`src/rtl/if_stage.sv`:
```
// -----------------------------------------------------------------------------
// if_stage
//   Instruction-fetch stage of the 5-stage RISC-V pipeline. It owns the program
//   counter and issues word-aligned fetches over a valid/ready request port,
//   with at most one request outstanding. Responses are captured into the IF/ID
//   pipeline register. A one-entry skid buffer holds a response that arrives
//   while decode is stalled. EX redirects flush IF/ID and drop wrong-path
//   responses.
//
// Ports
//   clk, rst                  clock / asynchronous active-high reset
//   hazardFEEnable            1 = fetch and IF/ID advance, 0 = hold (load-use)
//   ex_redirect(_pc)          taken branch/jump from EX and its target
//   imem_req_valid/addr/ready fetch request handshake
//   imem_resp_valid/data      fetch response (>=1 cycle after acceptance)
//   if_id_valid/pc/pc_plus4/instr  IF/ID pipeline register to decode
// -----------------------------------------------------------------------------
module if_stage #(
  parameter logic [31:0] RESET_PC  = 32'h0000_0000,
  parameter logic [31:0] NOP_INSTR = 32'h0000_0013
) (
  input  logic        clk,
  input  logic        rst,
  input  logic        hazardFEEnable,
  input  logic        ex_redirect,
  input  logic [31:0] ex_redirect_pc,
  output logic        imem_req_valid,
  output logic [31:0] imem_req_addr,
  input  logic        imem_req_ready,
  input  logic        imem_resp_valid,
  input  logic [31:0] imem_resp_data,
  output logic        if_id_valid,
  output logic [31:0] if_id_pc,
  output logic [31:0] if_id_pc_plus4,
  output logic [31:0] if_id_instr
);

  typedef enum logic [1:0] {S_REQ, S_WAIT, S_HOLD, S_DROP} state_t;

  state_t      r_state;
  state_t      w_state_next;
  logic [31:0] r_pc;
  logic [31:0] r_skid;
  logic        r_if_id_valid;
  logic [31:0] r_if_id_pc;
  logic [31:0] r_if_id_pc_plus4;
  logic [31:0] r_if_id_instr;

  logic [31:0] w_pc_plus4;
  logic        w_fast_req;
  logic        w_handshake;
  logic        w_deliver;
  logic [31:0] w_deliver_data;

  // Wraps modulo 2^32, so 32'hFFFF_FFFC + 4 = 0.
  assign w_pc_plus4 = r_pc + 32'd4;

  always_comb begin
    // Fast path: the response for pc is consumed this cycle, so the next
    // sequential address can be issued immediately (1 instr/cycle). Never
    // issued in a redirect cycle since pc+4 is then wrong-path.
    w_fast_req = (r_state == S_WAIT) && imem_resp_valid && hazardFEEnable && !ex_redirect;

    imem_req_valid = !rst && ((r_state == S_REQ) || w_fast_req);
    imem_req_addr  = (r_state == S_WAIT) ? w_pc_plus4 : r_pc;
    w_handshake    = imem_req_valid && imem_req_ready;

    // An instruction reaches IF/ID either straight from memory or from the skid.
    w_deliver      = !ex_redirect && hazardFEEnable &&
                     (((r_state == S_WAIT) && imem_resp_valid) || (r_state == S_HOLD));
    w_deliver_data = (r_state == S_HOLD) ? r_skid : imem_resp_data;

    w_state_next = r_state;
    if (ex_redirect) begin
      case (r_state)
        S_REQ:   w_state_next = w_handshake ? S_DROP : S_REQ;
        S_WAIT:  w_state_next = imem_resp_valid ? S_REQ : S_DROP;
        S_HOLD:  w_state_next = S_REQ;
        default: w_state_next = S_DROP;
      endcase
    end else begin
      case (r_state)
        S_REQ: begin
          if (imem_req_ready) w_state_next = S_WAIT;
        end
        S_WAIT: begin
          if (imem_resp_valid) begin
            if (!hazardFEEnable)  w_state_next = S_HOLD;
            else if (w_handshake) w_state_next = S_WAIT;
            else                  w_state_next = S_REQ;
          end
        end
        S_HOLD: begin
          if (hazardFEEnable) w_state_next = S_REQ;
        end
        default: begin
          if (imem_resp_valid) w_state_next = S_REQ;
        end
      endcase
    end
  end

  always_ff @(posedge clk or posedge rst) begin
    if (rst) begin
      r_state          <= S_REQ;
      r_pc             <= RESET_PC;
      r_skid           <= 32'd0;
      r_if_id_valid    <= 1'b0;
      r_if_id_pc       <= 32'd0;
      r_if_id_pc_plus4 <= 32'd0;
      r_if_id_instr    <= NOP_INSTR;
    end else begin
      r_state <= w_state_next;

      if (ex_redirect) begin
        r_pc <= ex_redirect_pc & ~32'd3;
      end else if (w_deliver) begin
        r_pc <= w_pc_plus4;
      end

      if ((r_state == S_WAIT) && imem_resp_valid && !hazardFEEnable && !ex_redirect) begin
        r_skid <= imem_resp_data;
      end

      // Redirect flushes even when stalled; a bubble keeps the old PC fields.
      if (ex_redirect) begin
        r_if_id_valid <= 1'b0;
        r_if_id_instr <= NOP_INSTR;
      end else if (hazardFEEnable) begin
        if (w_deliver) begin
          r_if_id_valid    <= 1'b1;
          r_if_id_pc       <= r_pc;
          r_if_id_pc_plus4 <= w_pc_plus4;
          r_if_id_instr    <= w_deliver_data;
        end else begin
          r_if_id_valid <= 1'b0;
          r_if_id_instr <= NOP_INSTR;
        end
      end
    end
  end

  assign if_id_valid    = r_if_id_valid;
  assign if_id_pc       = r_if_id_pc;
  assign if_id_pc_plus4 = r_if_id_pc_plus4;
  assign if_id_instr    = r_if_id_instr;

endmodule

```
`config.mk`:
```
export PLATFORM = sky130hd
export DESIGN_NAME = if_stage
export DESIGN_NICKNAME = d
export VERILOG_FILES = /design/src/rtl/if_stage.sv
export SDC_FILE = /design/constraint.sdc
export NUM_CORES = 1
export LEC_CHECK = 0
export BUFFER_PORTS_ARGS = -buffer_cell sky130_fd_sc_hd__buf_2
export CORE_MARGIN = 2
export CORE_UTILIZATION = 55
export CTS_CLUSTER_DIAMETER = 30
export DETAILED_ROUTE_END_ITERATION = 10
export PLACE_DENSITY = 0.85
export SYNTH_ARGS = -nofsm -noshare
export SYNTH_HDL_FRONTEND = slang
export SYNTH_SLANG_ARGS = --single-unit
```
`constraint.sdc`:
```
create_clock -name clk -period 12.4 [get_ports clk]
set_input_delay 2.48 -clock clk [delete_from_list [all_inputs] [get_ports clk]]
set_output_delay 2.48 -clock clk [all_outputs]
set_load 0.03 [all_outputs]
```
==> metrics.md <==
| Metric | Value |
|---|---|
| CP Class | `input pin to primary output` |
| # resized after CTS | `0` |
| Drt pass-1 iters | `7` |
| PD cells | `227.7 mW/mm²` |
| Met3 WL post-DR | `about 1700 µm` |
| Worst Hold Class | `register to register` |
| Setup crit start kind | `input pin` |
| Fillers | `1093` |
| Seq/Total Area, Yosys | `50.21%` |
| Actual slew at the worst max-slew pin | `roughly 1.1 ns` |
| Post-synth EDFFs | `0` |
| Worst-path cell chain | `buf_2 -> nand2b_1 -> nor2_2 -> nor2_1 -> nor2_1 -> buf_2` |
| Met2 Wirelength | `a little under 10000 µm` |
| Status | `complete, no violations` |
| CP Max Fanout | `51` |
| Delay-heaviest family, CP | `simple AND/OR/NAND/NOR gates` |
| TritonCTS Buffers | `17` |
| R2R setup slack | `about 9.9 ns` |
| DIE HEIGHT | `123.3 µm` |
| Largest net degree at the start of global routing | `110` |
| Final worst setup slack | `roughly 5.4 ns` |
| Largest cells by area after synthesis | `dfrtp_1 (49%), nand2_1 (9.6%), mux2_2 (4.6%)` |
| Initial Util | `56.43%` |
| Clock share of power | `25.2%` |
| RSZ-0062 raised after global routing | `no` |
| Setup crit end | `imem_req_valid` |
| Final Max Tran Viols | `0` |
| H-tree Lvls | `4` |
| Reg clk slew, reported paths | `0.06 ns` |
| Max IR drop VDD | `0.0001333 V` |
| Yosys warnings | `0` |
| Boundary Pins | `200` |
| CP Launch Point | `ex_redirect` |
| DRT met1 WL | `roughly 8500 µm` |
| Leading area contributor after synthesis | `dfrtp_1` |
| Highest routed layer | `met4` |
| Leak Pwr | `4.427 nW` |
| Chip width | `123.3 µm` |
| Fmax | `between 100 and 150 MHz` |
| Top cells by count, synth | `nand2_1 (200), dfrtp_1 (154), o21ai_0 (53)` |
| Synthesis-to-finish area growth | `18.95%` |
| Synth async-reset ratio | `100.0%` |
| Post-synth top area share | `49.20%` |
| I/O Buffers | `about 190` |
| Sw Ratio | `40.83%` |
| Number of inserted diodes | `0` |
| Total die area | `approximately 0.015 mm²` |
| Combinational share of power | `36.6%` |
| Core box area | `0.01388 mm²` |
| Synth unique cells | `45` |
| Final ANT Viol Nets | `0` |
| Critical path required time | `9.92 ns` |
| Post-DP HPWL | `13360 µm` |
| Clk_lat worst skew | `0.43 ns` |
| Max-Cap Viols | `0` |
| CTS tree | `built` |
| Max-slew headroom | `27.95%` |
| Reg power frac | `38.2%` |
| Post-Synthesis Cells | `843` |
| Multi-input gate area | `around 0.0035 mm²` |
| Slowest cell on crit path | `nor2_2` |
| Final cycle utilization of the critical path | `56.85%` |
| Register bit total from synthesis | `157` |
| Setup Viol. Count Final | `0` |
| Most used DFF post-synth | `dfrtp_1` |
| Stages on worst setup path | `6` |
| Fin nets | `1057` |
| WL per Instance | `17.30 µm` |
| Internal power | `between 0.001 and 0.0015 W` |
| Layout cells sized above 1 | `between 20 and 30%` |
| Data arrival, critical path | `4.57 ns` |
| Final min period | `approximately 7.0 ns` |
| Worst R2R Start | `r_pc[2]$_DFFE_PP0N_` |
| DRT Wirelength | `roughly 20000 µm` |
| Clock sink count | `157` |
| Root Driver | `clkbuf_16` |
| Largest stage delay, worst path | `0.78 ns` |
| Final hold violations | `0` |
| Via count | `6900` |
| Site row count | `43` |
| Area post-placement | `about 0.0087 mm²` |
| Count leader, synth | `nand2_1` |
| GRT Util Overall | `27.01%` |
| Initial antenna violation count | `0` |
| CP Capture Type | `primary output` |
| HP Start | `if_id_pc[28]$_DFFE_PP0P_` |
| # DRC | `0` |
| Synthesized cell area | `about 0.0078 mm²` |
| Hold_buf cts | `0` |
| Max clock buf depth | `2` |
| Final TNS setup | `0 ns` |
| First-pass GRT wire length | `between 30000 and 40000 µm` |
| Sequential cell area | `0.003933 mm²` |
| Gr ovfl total | `0` |
| Number of global-route vias before repair | `between 6k and 7k` |
| Finished Cell Area | `roughly 0.0093 mm²` |
| Setup WS pre-CTS | `5.325 ns` |
| Reg-to-reg endpoint | `r_pc[16]$_DFFE_PP0N_` |
| Final Total Pwr | `0.002121 W` |
| Initial DRC Count | `just over 700` |
| Vias per inst | `around 5.9` |
| Setup Skew | `0.006665 ns` |
| Synthesized area per cell | `9.291 µm²` |
| Reg2reg path depth | `5` |
| RD Place Congestion | `0.8501` |
| Worst path buffer plus inverter count | `2` |
| Net load switching power | `between 0.0008 and 0.0009 W` |
| Setup repair bufs after CTS | `0` |
-- per-layer routing --
layer  vias up  GRT usage, %
met4         0         9.233
met3        30         7.426
met5         -             0
li1       3211             -
met2       335         42.55
met1      3324         36.12
-- cells in the final DEF (no fill, tap or decap), drive strengths merged, types with 2 or more instances in the layout --
master,synthesis,layout
a221o,6,6
and3,8,8
xnor2,18,18
conb,1,6
nand4,15,15
nor4,8,8
o311ai,23,23
nor2,50,50
clkinv,0,2
o31ai,4,4
or3,3,3
nand2b,5,5
buf,39,199
clkbuf,41,22
mux2i,7,7
a21oi,23,23
nor2b,5,5
nand3,23,23
dfrtp,154,154
nor3,22,22
inv,5,6
clkinvlp,0,4
mux2,32,32
bufinv,0,3
dfstp,3,3
xor2,27,27
nand2,200,200
o211ai,13,13
o21ai,53,53
a31oi,14,14
a211oi,6,6
and4,9,9
or4,16,16
nor3b,3,3
-- worst min-delay path by stage --
stage / to / slack [ns] / cells after the start
detailed placement: if_id_pc[28]$_DFFE_PP0P_ / 0.46 / 2
global placement: if_id_pc[20]$_DFFE_PP0P_ / 0.45 / 2
CTS: if_id_pc[28]$_DFFE_PP0P_ / 0.47 / 2
floorplan: r_skid[23]$_DFFE_PP0P_ / 0.48 / 1
finish: if_id_pc[28]$_DFFE_PP0P_ / 0.47 / 2
global route: if_id_pc[23]$_DFFE_PP0P_ / 0.49 / 2
-- power groups by stage --
| stage | Combinational [W] | Sequential (W) | Clock, W |
|---|---|---|---|
| global route | 0.000841 | 0.000832 | 0.000564 |
| global placement | 0.000758 | 0.000804 | 0 |
| CTS | 0.000781 | 0.000808 | 0.000540 |
| detailed placement | 0.000777 | 0.000815 | 0 |
| finish | 0.000776 | 0.000810 | 0.000535 |
| floorplan | 0.000350 | 0.00100 | 0 |
-- registers in the layout, summed over array words and instances (netlist names) --
register and cells:
if_id_instr 32, if_id_pc 30, if_id_pc_plus4 30, if_id_valid 1
r_pc 30, r_skid 32, r_state 2
-- final cells by class --
type,instances,share of cell area (%)
inverters,5,0.2552
clock buffers,22,4.983
repair buffers,199,10.91
well taps,180,2.417
flip-flops and latches,157,42.21
multi-input cells,606,37.74
clock inverters,10,1.491
-- per-stage QoR --
step / std cells / util (%) / hold WS (ns)
2_1_floorplan: 848 / - / 0.4805
3_3_place_gp: 1147 / 62.77 / 0.4536
3_5_place_dp: 1147 / 62.77 / 0.4576
4_1_cts: 1179 / 67.12 / 0.4718
5_1_grt: 1179 / 67.12 / 0.4872
6_report: 1179 / 67.12 / 0.4686
-- kinds of logic (layout without fill, tap and decap cells) --
logic type | count (synthesis) | after routing | synth area share, %
AND/OR/NAND/NOR | 369 | 369 | 21.61
flip-flops | 157 | 157 | 50.21
AO/OA/AOI/OAI | 146 | 146 | 11.98
buffers and inverters | 85 | 236 | 5.463
XOR/XNOR | 45 | 45 | 5.032
multiplexers | 39 | 39 | 5.495
adder cells (fa/ha/maj) | 1 | 1 | 0.1597
other | 1 | 6 | 0.04788
-- tightest hold or removal path: stages, from the launching register on --
cell	delay (ns)
dfrtp_1	0.33
nand2_1	0.05
nand2_1	0.06
(Power assumes the default switching activity.)
